==> src/rtl/ws2812_frame_sched_if.sv <==
// Bus between the two frame producers, the ws2812 driver and the frame scheduler.
// The scheduler connects through the slave modport; the environment uses master.
interface ws2812_frame_sched_if;
    logic [1:0]   req;
    logic [255:0] frame0;
    logic [255:0] frame1;
    logic [1:0]   ack;
    logic         drv_busy;
    logic         drv_update;
    logic [255:0] drv_matrix;
    logic         active_src;
    logic [15:0]  frame_count;
    logic         err_timeout;

    modport master (
        output req, frame0, frame1, drv_busy,
        input  ack, drv_update, drv_matrix, active_src, frame_count, err_timeout
    );

    modport slave (
        input  req, frame0, frame1, drv_busy,
        output ack, drv_update, drv_matrix, active_src, frame_count, err_timeout
    );
endinterface

==> src/rtl/ws2812_frame_sched.sv <==
// Round-robin frame scheduler in front of the ws2812 matrix driver: grants one of two
// producers, latches its matrix, pulses the driver update, tracks one refresh, enforces a
// minimum update period and flags a driver that never starts.
module ws2812_frame_sched #(
    parameter int unsigned MIN_PERIOD    = 400000,
    parameter int unsigned START_TIMEOUT = 16
) (
    input logic                  clock,
    input logic                  reset,
    ws2812_frame_sched_if.slave  bus
);

    localparam int unsigned HoldW = (MIN_PERIOD > 1) ? $clog2(MIN_PERIOD) : 1;
    localparam int unsigned WaitW = (START_TIMEOUT > 1) ? $clog2(START_TIMEOUT) : 1;
    localparam logic [HoldW-1:0] HoldLoad = HoldW'(MIN_PERIOD - 1);
    localparam logic [WaitW-1:0] WaitLast = WaitW'(START_TIMEOUT - 1);

    localparam logic [1:0] StIdle     = 2'd0;
    localparam logic [1:0] StWaitBusy = 2'd1;
    localparam logic [1:0] StWaitDone = 2'd2;

    logic [1:0]       state_q, state_d;
    logic [1:0]       ack_q, ack_d;
    logic             update_q, update_d;
    logic [255:0]     matrix_q, matrix_d;
    logic             active_q, active_d;
    logic             last_grant_q, last_grant_d;
    logic [HoldW-1:0] holdoff_q, holdoff_d;
    logic [WaitW-1:0] wait_q, wait_d;
    logic [15:0]      count_q, count_d;
    logic             err_q, err_d;

    logic sel;
    logic can_grant;

    // Lone requester wins; on a tie the source not granted last time wins.
    assign sel       = bus.req[1] & (~bus.req[0] | ~last_grant_q);
    assign can_grant = (bus.req != 2'b00) && (holdoff_q == '0) && !bus.drv_busy;

    // Next-state logic for the grant / refresh-tracking FSM and its counters.
    always_comb begin
        state_d      = state_q;
        ack_d        = 2'b00;
        update_d     = 1'b0;
        matrix_d     = matrix_q;
        active_d     = active_q;
        last_grant_d = last_grant_q;
        wait_d       = wait_q;
        count_d      = count_q;
        err_d        = err_q;
        // Holdoff runs down regardless of state; a grant reloads it below.
        holdoff_d    = (holdoff_q != '0) ? holdoff_q - HoldW'(1) : holdoff_q;

        case (state_q)
            StIdle: begin
                if (can_grant) begin
                    matrix_d     = sel ? bus.frame1 : bus.frame0;
                    ack_d        = sel ? 2'b10 : 2'b01;
                    update_d     = 1'b1;
                    active_d     = sel;
                    last_grant_d = sel;
                    wait_d       = '0;
                    holdoff_d    = HoldLoad;
                    state_d      = StWaitBusy;
                end
            end
            StWaitBusy: begin
                if (bus.drv_busy) begin
                    state_d = StWaitDone;
                end else if (wait_q == WaitLast) begin
                    // Driver never started: drop the frame, keep scheduling.
                    err_d   = 1'b1;
                    state_d = StIdle;
                end else begin
                    wait_d = wait_q + WaitW'(1);
                end
            end
            StWaitDone: begin
                if (!bus.drv_busy) begin
                    count_d = count_q + 16'd1;
                    state_d = StIdle;
                end
            end
            default: begin
                state_d = StIdle;
            end
        endcase
    end

    // State registers with synchronous active-low reset.
    always_ff @(posedge clock) begin
        if (!reset) begin
            state_q      <= StIdle;
            ack_q        <= 2'b00;
            update_q     <= 1'b0;
            matrix_q     <= '0;
            active_q     <= 1'b0;
            last_grant_q <= 1'b1;
            holdoff_q    <= '0;
            wait_q       <= '0;
            count_q      <= 16'd0;
            err_q        <= 1'b0;
        end else begin
            state_q      <= state_d;
            ack_q        <= ack_d;
            update_q     <= update_d;
            matrix_q     <= matrix_d;
            active_q     <= active_d;
            last_grant_q <= last_grant_d;
            holdoff_q    <= holdoff_d;
            wait_q       <= wait_d;
            count_q      <= count_d;
            err_q        <= err_d;
        end
    end

    assign bus.ack         = ack_q;
    assign bus.drv_update  = update_q;
    assign bus.drv_matrix  = matrix_q;
    assign bus.active_src  = active_q;
    assign bus.frame_count = count_q;
    assign bus.err_timeout = err_q;

endmodule

==> src/flat_wrapper.sv <==
// flat-port wrapper written by rule: the top's interface ports become plain ports
module ws2812_frame_sched_flat 
#(
    parameter int unsigned MIN_PERIOD    = 400000,
    parameter int unsigned START_TIMEOUT = 16
)
  (clock, reset, bus_req, bus_frame0, bus_frame1, bus_drv_busy, bus_ack, bus_drv_update, bus_drv_matrix, bus_active_src, bus_frame_count, bus_err_timeout);
  ws2812_frame_sched_if bus_i ();
  input logic clock;
  input logic reset;
  input wire logic [$bits(bus_i.req)-1:0] bus_req;
  input wire logic [$bits(bus_i.frame0)-1:0] bus_frame0;
  input wire logic [$bits(bus_i.frame1)-1:0] bus_frame1;
  input wire logic [$bits(bus_i.drv_busy)-1:0] bus_drv_busy;
  output wire logic [$bits(bus_i.ack)-1:0] bus_ack;
  output wire logic [$bits(bus_i.drv_update)-1:0] bus_drv_update;
  output wire logic [$bits(bus_i.drv_matrix)-1:0] bus_drv_matrix;
  output wire logic [$bits(bus_i.active_src)-1:0] bus_active_src;
  output wire logic [$bits(bus_i.frame_count)-1:0] bus_frame_count;
  output wire logic [$bits(bus_i.err_timeout)-1:0] bus_err_timeout;
  assign bus_i.req = bus_req;
  assign bus_i.frame0 = bus_frame0;
  assign bus_i.frame1 = bus_frame1;
  assign bus_i.drv_busy = bus_drv_busy;
  assign bus_ack = bus_i.ack;
  assign bus_drv_update = bus_i.drv_update;
  assign bus_drv_matrix = bus_i.drv_matrix;
  assign bus_active_src = bus_i.active_src;
  assign bus_frame_count = bus_i.frame_count;
  assign bus_err_timeout = bus_i.err_timeout;
  ws2812_frame_sched #(.MIN_PERIOD(MIN_PERIOD), .START_TIMEOUT(START_TIMEOUT)) u_core (.clock(clock), .reset(reset), .bus(bus_i));
endmodule
==> config.mk <==
export PLATFORM = sky130hd
export DESIGN_NAME = ws2812_frame_sched_flat
export DESIGN_NICKNAME = d
export VERILOG_FILES = /design/src/rtl/ws2812_frame_sched_if.sv /design/src/rtl/ws2812_frame_sched.sv /design/src/flat_wrapper.sv
export SDC_FILE = /design/constraint.sdc
export NUM_CORES = 1
export LEC_CHECK = 0
export ABC_AREA = 0
export BUFFER_PORTS_ARGS = -buffer_cell sky130_fd_sc_hd__buf_2
export CELL_PAD_IN_SITES_DETAIL_PLACEMENT = 0
export CELL_PAD_IN_SITES_GLOBAL_PLACEMENT = 2
export CORE_AREA = 2 2 311 313
export CTS_CLUSTER_SIZE = 12
export DETAILED_ROUTE_END_ITERATION = 8
export DIE_AREA = 0 0 313 315
export PLACE_DENSITY = 0.63
export SLEW_MARGIN = 15
export SYNTH_ARGS = -nofsm -noshare
export SYNTH_HDL_FRONTEND = slang
export SYNTH_SLANG_ARGS = --single-unit
export TNS_END_PERCENT = 5
==> constraint.sdc <==
create_clock -name clock -period 4.87 [get_ports clock]
set_input_delay 0.2435 -clock clock [delete_from_list [all_inputs] [get_ports clock]]
set_output_delay 0.2435 -clock clock [all_outputs]
set_load 0.05 [all_outputs]
==> flow_metrics.py, run 1 <==
metrics = {
    "run_status": {
        "status": "complete, no violations",
    },
    "placement": {
        "dpl.hpwl_um": 49210,
        "gp_congestion": 0.7559,
        "io_buffers": 793,
        "pre_cts_ws_ns": 1.923,
    },
    "floorplanning": {
        "dieArea_sq_mm": 0.09860,
        "core-area_sq_mm": 0.09571,
        "row_count": 114,
        "die_height_um": 315,
        "dieWidth_um": 313,
        "num_io_pins": 794,
        "start_util_pct": 13.90,
    },
    "final_layout": {
        "n_fill_cell": 10780,
        "multi_input_area_sq_mm": 0.006437,
        "nets": 3400,
        "synthToLayoutAreaGrowth_pct": 87.10,
        "drive_gt1_share_pct": 31.65,
        "regArea_sq_mm": 0.006066,
    },
    "global_routing": {
        "grt-ovfl-total": 0,
        "grt_pass1_wl_um": 103000,
        "grt_pass1_vias": 17010,
        "grt_usage_pct": 13.37,
        "grt_max_degree": 159,
        "antenna_found_initial": 19,
    },
    "yosys": {
        "synth-main-ff-cell": "dfxtp_1",
        "synth_top_area_share_pct": 45.61,
        "yosys_warnings": 0,
        "synth-async-reset-ratio_pct": 0,
        "yosysTopAreaCell": "dfxtp_1",
        "synth_area_leaders": "dfxtp_1 (46%), a311oi_1 (16%), nand2_1 (15%), nor2_1 (8.2%), clkbuf_1 (2.5%)",
        "synthCells": 1667,
        "yosys_register_bits": 303,
        "syn-num-nets": 2188,
        "synth_edf_count": 0,
        "synth_area_sq_mm": 0.01330,
        "synth_cell_types": 46,
        "avgSynthCellArea_sq_um": 7.979,
        "synth-seq-area-share_pct": 45.61,
    },
    "setup_path": {
        "critPathBufInv": 4,
        "required_ns": 5.39,
        "slowest_delay_ns": 0.58,
        "critPathMaxFanout": 115,
        "crit_chain": "inv_1, ha_1, nor4b_2, nand2_1, nor3_2, buf_12, buf_4, nor2_1, a311oi_1, dlygate4sd3_1",
        "crit_path_start_kind": "flip-flop",
        "cpMaxStageDelayCell": "dlygate4sd3_1",
        "path_class": "flip-flop to flip-flop",
        "critPathTopFamily": "buffers and inverters",
        "worstPathArrival_ns": 4.08,
        "critical_path_cell_count": 10,
        "reg2regPathDepth": 10,
        "end_kind": "flip-flop",
    },
    "power_and_ir_drop": {
        "power_leakage_uw": 0.01143,
        "power.total_uw": 11350,
        "power_density_mw_per_mm2": 456.2,
        "vdd_drop_max_uv": 220.5,
    },
    "detailed_routing": {
        "drtIter0Drc": 842,
        "antenna_left": 0,
        "route.vias.total": 16600,
        "totalWireLength_um": 69590,
        "wire_per_inst_um": 16.60,
        "dr.pass1.iters": 4,
        "viasPerCell": 3.959,
        "drc": 0,
    },
    "cts": {
        "worst_skew_pair.late_latency_ns": 0.59,
        "cts_resized": 0,
        "root_buffer": "clkbuf_16",
        "clk_path_buf_depth": 3,
        "cts.sinks": 303,
        "cts_max_level": 2,
        "cts_tree": "yes",
        "cts_buffers": 42,
        "clk_pin_slew_ns": 0.06,
    },
    "sta": {
        "min_period_ns": 3.555,
        "finalHoldViolCount": 0,
        "setup_slack_ns": 1.315,
        "setup_viol": 0,
        "tns_ns": 0,
        "rsz0062_at_grt": "no",
        "skew_ns": 0.02079,
        "worst-slew-pin-transition_ns": 0.9322,
        "report.final.slew_viol_count": 0,
        "min_period_over_period_pct": 73.00,
        "fmax_ghz": 0.2813,
        "slew_headroom_pct": 37.85,
    },
    "run": {
        "drv_cap": 0,
    },
    "hold_path": {
        "hold_depth": 3,
        "hold_class": "input pin to flip-flop",
    },
}
-- synthesized netlist by cell type (all sizes together) (3+ instances only) --
cell / instances
o21ai: 8
nand3: 9
nand2: 529
nand4: 13
ha: 4
and3: 4
or3: 3
or4: 4
nor2: 289
nor3b: 3
xor2: 19
nand2b: 3
clkbuf: 90
a311oi: 256
inv: 7
buf: 60
nor3: 9
dfxtp: 303
a21oi: 14
xnor2: 10
nor4: 9
-- through the flow --
stage / std cells / utilization, % / hold slack (ns) / area [sq um]
final: 4192 / 26.00 / 0.03547 / 24890
after global routing: 4192 / 26.00 / 0.01906 / 24890
after CTS: 4185 / 25.97 / 0.0005915 / 24860
after detailed placement: 3614 / 19.24 / 0.4584 / 18410
after global placement: 3614 / 19.24 / 0.4475 / 18410
after floorplan: 1667 / - / 0.3894 / 13300
-- registers in the layout, summed over array words and instances (netlist names) --
| signal | cells |
|---|---|
| u_core.bus.drv_matrix | 256 |
| u_core.holdoff_q | 19 |
| u_core.bus.frame_count | 16 |
| u_core.wait_q | 4 |
| u_core.bus.ack | 2 |
| u_core.state_q | 2 |
| u_core.bus.active_src | 1 |
| u_core.bus.drv_update | 1 |
| u_core.bus.err_timeout | 1 |
| u_core.last_grant_q | 1 |
-- final timing paths --
check                           slack (ns)                   endpoint                  start
worst max-delay path                  1.32  u_core.bus.drv_matrix[52]    u_core.holdoff_q[0]
worst min register to register        0.46      u_core.bus.active_src  u_core.bus.active_src
worst max register to register        1.32  u_core.bus.drv_matrix[52]    u_core.holdoff_q[0]
worst min-delay path                  0.04  u_core.bus.drv_matrix[80]         bus_frame1[80]
-- cell usage in the layout, fill, tap and decap left out, types with 3 or more instances in the layout --
master / count
ha_1: 4
dfxtp_1: 303
clkbuf_8: 12
buf_4: 20
nor2_1: 289
clkbuf_1: 8
nor3_1: 7
buf_2: 793
and3_1: 4
xnor2_1: 10
a21oi_1: 14
buf_12: 8
clkbuf_16: 45
a311oi_1: 236
clkinv_2: 3
inv_1: 6
or3_1: 3
or4_1: 4
nor4_1: 6
nand2b_1: 3
bufinv_16: 4
diode_2: 6
dlygate4sd3_1: 497
o21ai_0: 6
xor2_1: 19
nand3_1: 8
nand2_1: 528
a311oi_2: 20
nand4_1: 13
-- power breakdown --
group / internal [uW] / leakage [uW] / switching (uW) / total [uW]
registers: 2950 / 0.00245 / 310 / 3260
logic: 1720 / 0.00825 / 3020 / 4730
clock network: 2070 / 0.000731 / 1280 / 3360
-- per-layer routing --
metal,global-route usage [%],routed length [um],vias up
met5,0,93,-
met4,3.589,1320,16
met3,4.414,5373,93
met2,22.87,33940,547
met1,15.98,28860,7694
li1,-,-,8245
-- kinds of logic (layout without fill, tap and decap cells) --
group | count (synthesis) | count (layout) | share of synthesized area [%]
other cells | 0 | 6 | 0
fa+ha+maj | 4 | 4 | 0.3763
mux | 2 | 2 | 0.1505
xor+xnor | 29 | 29 | 1.910
simple gates | 883 | 883 | 26.56
buf+inv | 157 | 1400 | 6.105
compound gates | 289 | 289 | 19.29
flops | 303 | 303 | 45.61
-- tightest hold or removal path, cell delays in order --
cell	delay, ns
buf_2	0.10
nand2_1	0.13
a311oi_1	0.11
-- area by class of cell --
class	count	area share [%]
inverter	7	0.1358
tap	1276	6.416
antenna	6	0.06033
clock buffer	65	5.309
sequential	303	24.38
timing repair buffer	1318	37.19
multi-input combinational	1207	25.87
clock inverter	10	0.6486
-- repair_timing --
item,in CTS,in global routing
setup buffers,0,0
hold endpoints to repair,257,1
hold buffers,496,1
Power figures use the tool's default switching activity.
==> run 2, diff against run 1 <==
- CORE_AREA: 2 2 311 313 -> 2 2 308 310
- DIE_AREA: 0 0 313 315 -> 0 0 310 312
- PLACE_DENSITY: 0.63 -> 0.64
- clock period: 4.87 -> 3.5 ns (I/O delays scaled with it)
==> run 2 against run 1 <==
Compared with the run above: sequential share of layout area shrank 0.14 points; total power grew 37%; cell count is 0.26% higher; via count is 1.4% higher; core utilization is 0.90 points higher; clock-buffer cell count is 6 lower; sequential power is 40% higher; non-clock buffer count increased by 29; clock power grew 27%; combinational power grew 41%; critical path depth stayed put; clock skew fell by 0.0064 ns; largest power group unchanged.
==> flow_metrics.py, run 2 (same netlist as run 1, synthesis figures left out) <==
metrics = {
    "global_routing": {
        "antenna_found_initial": 22,
        "grt_pass1_wl_um": 102400,
        "grt-ovfl-total": 0,
        "grt_max_degree": 111,
        "grt_pass1_vias": 17580,
        "grt_usage_pct": 13.58,
    },
    "hold_path": {
        "worstHoldStart": "bus_frame0[67]",
        "hold_class": "input pin to flip-flop",
    },
    "power_and_ir_drop": {
        "power.total_uw": 15500,
        "power_leakage_uw": 0.01155,
        "vdd_drop_max_uv": 338.6,
        "power_density_mw_per_mm2": 619.2,
    },
    "final_layout": {
        "largest_register_ff_count": 256,
        "nets": 3428,
        "final_area_sq_mm": 0.02503,
        "drive_gt1_share_pct": 31.68,
        "final_common_cell": "buf_2",
        "synthToLayoutAreaGrowth_pct": 88.19,
        "mostFrequentLayoutCells": "buf_2 (793), nand2_1 (527), dlygate4sd3_1 (513), dfxtp_1 (303), nor2_1 (289)",
    },
    "setup_path": {
        "crit_path_start_kind": "flip-flop",
        "end_kind": "flip-flop",
        "path_class": "flip-flop to flip-flop",
        "critPathMaxFanout": 68,
        "r2r_start": "u_core.holdoff_q[0]",
        "worstPathArrival_ns": 3.68,
        "startpoint": "u_core.holdoff_q[0]",
        "required_ns": 4.01,
    },
    "floorplanning": {
        "dieWidth_um": 310,
        "row_count": 112,
        "start_util_pct": 14.29,
        "num_io_pins": 794,
        "die_height_um": 312,
        "core-area_sq_mm": 0.09305,
        "dieArea_sq_mm": 0.09672,
    },
    "placement": {
        "place_area_sq_mm": 0.01853,
        "dpl.hpwl_um": 49630,
        "gp_congestion": 0.8081,
        "io_buffers": 793,
    },
    "cts": {
        "root_buffer": "clkbuf_16",
        "cts_tree": "yes",
        "cts_buffers": 41,
        "clk_pin_slew_ns": 0.06,
        "cts.sinks": 303,
        "cts_max_level": 2,
        "clk_path_buf_depth": 3,
        "cts_setup_buffers": 0,
        "worst_skew_pair.late_latency_ns": 0.58,
    },
    "detailed_routing": {
        "dr.pass1.iters": 5,
        "drtIter0Drc": 767,
        "drc": 0,
        "wire_per_inst_um": 16.43,
        "route.vias.total": 16830,
        "totalWireLength_um": 69060,
        "viasPerCell": 4.004,
        "antenna_left": 0,
    },
    "sta": {
        "tns_ns": 0,
        "worst-slew-pin-transition_ns": 0.8290,
        "report.final.slew_viol_count": 0,
        "slew_headroom_pct": 44.73,
        "setup_viol": 0,
        "fmax_ghz": 0.3154,
        "skew_ns": 0.01438,
        "min_period_ns": 3.171,
        "min_period_over_period_pct": 90.60,
        "rsz0062_at_grt": "no",
        "finalHoldViolCount": 0,
    },
    "run_status": {
        "status": "complete, no violations",
    },
    "run": {
        "drv_cap": 0,
    },
}
## run 2: cell count changes in the layout (fill, tap and decap cells not counted), sizes merged
cell         change
diode            +7
dlygate4sd3     +16
clkinv           +3
bufinv           -2
clkbuf           -6
inv              +1
clkinvlp         +1
buf             +13
## run 2: cell type report
cell class | count | area, sq um
timing repair buffer | 1347 | 9562
inverter | 7 | 33.78
clock buffer | 59 | 1196
multi-input combinational | 1207 | 6446
antenna | 13 | 32.53
tap | 1254 | 1569
clock inverter | 13 | 125.1
fill | 10480 | 68020
sequential | 303 | 6066
## run 2: path summary, 6_finish.rpt
path                               endpoint  slack, ns  cells after the start
hold / removal    u_core.bus.drv_matrix[67]       0.11                      3
setup / recovery  u_core.bus.drv_matrix[95]       0.33                     10
hold reg to reg       u_core.bus.active_src       0.45                      2
setup reg to reg  u_core.bus.drv_matrix[95]       0.33                     10
## run 2: per-stage QoR
stage / worst slack [ns] / util (%) / cells / hold slack [ns]
after detailed placement: 0.8004 / 19.92 / 3605 / 0.4451
after floorplan: 1.569 / - / 1667 / 0.3209
after global placement: 0.8473 / 19.92 / 3605 / 0.4412
after CTS: 0.2223 / 26.86 / 4190 / 0.03835
after global routing: 0.04376 / 26.89 / 4200 / 0.1091
final: 0.3291 / 26.90 / 4203 / 0.1072
## run 2: what timing repair did
action | 4_1_cts | 5_1_grt
hold buffers | 513 | 0
endpoints found under the hold margin | 269 | 0
endpoints found under the setup margin | 0 | 102
gates resized for setup | 0 | 2
## run 2: worst max-delay path, stage by stage, from the launching register on
cell and delay (ns):
dfxtp_1 0.34, inv_1 0.09, ha_1 0.14, nor4b_2 0.36
nand2_2 0.24, nor3_4 0.28, buf_12 0.26, buf_12 0.32
nor2_1 0.08, a311oi_1 0.28, dlygate4sd3_1 0.61
## run 2: routing by layer
layer | track usage [%] | vias to the layer above | share of wire (%)
met3 | 3.926 | 128 | 8.4
li1 | - | 8319 | -
met2 | 23.76 | 574 | 49
met4 | 5.808 | 10 | 3.6
met1 | 15.25 | 7797 | 39
met5 | 0 | - | 0.094
## run 2: report_power, final
| group | internal (uW) | switching (uW) |
|---|---|---|
| sequential | 4110 | 436 |
| combinational | 2470 | 4220 |
| clock | 2520 | 1750 |
| total | 9100 | 6400 |
==> run 3, diff against run 2 <==
- CELL_PAD_IN_SITES_DETAIL_PLACEMENT: 0 -> not set
- CELL_PAD_IN_SITES_GLOBAL_PLACEMENT: 2 -> not set
- PLACE_DENSITY: 0.64 -> 0.43
==> run 3 against run 2 <==
Compared with the run above: register-to-register slack is essentially flat; clock skew increased by 0.00054 ns; setup slack improved by 0.014 ns; maximum frequency up 0.44%; final area increased by 0.34%; total power rose by 0.38%; first-iteration DRC count rose by 27%; sequential cell count did not move; hold slack worse by 0.082 ns; via count increased by 0.71%; largest power group unchanged; highest routed layer unchanged.
==> flow_metrics.py, run 3 (same netlist as run 1, synthesis figures left out) <==
metrics = {
    "run_status": {
        "status": "complete, no violations",
    },
    "sta": {
        "worst-slew-pin-transition_ns": 0.7180,
        "min_period_ns": 3.157,
        "tns_ns": 0,
        "fmax_ghz": 0.3168,
        "setup_viol": 0,
        "slew_headroom_pct": 51.63,
        "finalHoldViolCount": 0,
        "rsz0062_at_grt": "no",
        "skew_ns": 0.01492,
        "report.final.slew_viol_count": 0,
        "min_period_over_period_pct": 90.20,
    },
    "floorplanning": {
        "core-area_sq_mm": 0.09305,
        "row_count": 112,
        "dieWidth_um": 310,
        "die_height_um": 312,
        "start_util_pct": 14.29,
        "dieArea_sq_mm": 0.09672,
        "num_io_pins": 794,
    },
    "cts": {
        "cts_tree": "yes",
        "cts_buffers": 40,
        "clk_path_buf_depth": 3,
        "cts.sinks": 303,
        "clk_pin_slew_ns": 0.06,
        "cts_max_level": 2,
        "worst_skew_pair.late_latency_ns": 0.57,
        "root_buffer": "clkbuf_16",
    },
    "setup_path": {
        "endpoint": "u_core.bus.drv_matrix[52]",
        "critPathMaxFanout": 87,
        "startpoint": "u_core.holdoff_q[0]",
        "end_kind": "flip-flop",
        "worstPathArrival_ns": 3.66,
        "reg2regPathDepth": 10,
        "required_ns": 4.01,
        "path_class": "flip-flop to flip-flop",
        "rrSetupSlack_ns": 0.34,
        "r2r_start": "u_core.holdoff_q[0]",
        "r2r_end": "u_core.bus.drv_matrix[52]",
        "crit_path_start_kind": "flip-flop",
    },
    "detailed_routing": {
        "totalWireLength_um": 67550,
        "drtIter0Drc": 972,
        "viasPerCell": 4.034,
        "dr.pass1.iters": 5,
        "met2_length_um": 31820,
        "wl_met3_um": 5801,
        "antenna_left": 0,
        "m1WireLength_um": 27700,
        "route.vias.total": 16950,
        "top_signal_layer_used": "met5",
        "wire_per_inst_um": 16.08,
        "drc": 0,
    },
    "placement": {
        "io_buffers": 793,
        "dpl.hpwl_um": 48550,
        "gp_congestion": 0.8272,
        "place_area_sq_mm": 0.01862,
    },
    "final_layout": {
        "multi_input_area_sq_mm": 0.006446,
        "synthToLayoutAreaGrowth_pct": 88.83,
        "final_common_cell": "buf_2",
        "mostFrequentLayoutCells": "buf_2 (793), nand2_1 (527), dlygate4sd3_1 (510), dfxtp_1 (303), nor2_1 (289)",
        "largest_register_ff_count": 256,
        "regArea_sq_mm": 0.006066,
        "post-route-util_pct": 26.99,
        "nets": 3432,
        "drive_gt1_share_pct": 32.03,
        "final_area_sq_mm": 0.02512,
        "n_fill_cell": 10230,
    },
    "power_and_ir_drop": {
        "vdd_drop_max_uv": 317.8,
        "power_density_mw_per_mm2": 619.4,
        "power_leakage_uw": 0.01161,
    },
    "global_routing": {
        "grt_pass1_wl_um": 99320,
        "antenna_found_initial": 19,
        "grt-ovfl-total": 0,
        "grt_max_degree": 90,
        "grt_usage_pct": 13.14,
        "grt_pass1_vias": 17480,
    },
    "run": {
        "drv_cap": 0,
    },
    "hold_path": {
        "hold_class": "input pin to flip-flop",
        "worstHoldStart": "bus_frame1[211]",
    },
}
[run 3: cell count changes in the layout (fill, tap and decap cells not counted), sizes merged]
cell / delta
clkbuf: +2
diode: -7
dlygate4sd3: -3
inv: +1
buf: +8
clkinv: -2
clkinvlp: -1
[run 3: metal layers]
metal,track usage [%],up-vias
met3,4.089,115
met4,4.908,16
met1,15.26,7872
met2,22.46,620
li1,-,8325
met5,0,-
[run 3: repair_timing]
action,CTS,global route
endpoints found under the setup margin,0,138
buffers inserted,0,0
hold endpoints to repair,264,0
hold buffers,510,0
gates resized for setup,0,3
[run 3: report_power, final]
| group | internal [uW] | switching, uW | total, uW |
|---|---|---|---|
| logic | 2500 | 4190 | 6690 |
| registers | 4110 | 455 | 4570 |
| clock network | 2590 | 1710 | 4300 |
[run 3: per-stage QoR]
step,power (uW),hold WS [ns],worst slack (ns),cells
4_1_cts,15690,0.006330,0.1774,4195
3_3_place_gp,10290,0.4410,0.7823,3613
3_5_place_dp,10290,0.4452,0.7492,3613
2_1_floorplan,8720,0.3209,1.569,1667
5_1_grt,16450,0.03940,0.01002,4201
6_report,15560,0.02531,0.3430,4201
[run 3: how the worst min path moves through the flow]
stage / cells after the start / end
final: 3 / u_core.bus.drv_matrix[211]
after global routing: 3 / u_core.bus.drv_matrix[255]
after CTS: 3 / u_core.bus.drv_matrix[255]
after detailed placement: 3 / u_core.bus.drv_matrix[118]
after global placement: 2 / u_core.bus.active_src
after floorplan: 1 / u_core.state_q[1]
[run 3: critical path: stages (launching register included)]
cell	delay (ns)
dfxtp_1	0.34
inv_1	0.09
ha_1	0.15
nor4b_2	0.35
nand2_2	0.24
nor3_4	0.30
buf_12	0.24
buf_12	0.34
nor2_1	0.09
a311oi_1	0.23
dlygate4sd3_1	0.58
[run 3: layout make-up]
| class | count | area share (%) |
|---|---|---|
| Antenna cell | 6 | 0.05978 |
| Clock buffer | 61 | 4.942 |
| Clock inverter | 11 | 0.4932 |
| Inverter | 7 | 0.1345 |
| Multi-Input combinational cell | 1207 | 25.67 |
| Sequential cell | 303 | 24.15 |
| Tap cell | 1254 | 6.247 |
| Timing Repair Buffer | 1352 | 38.31 |
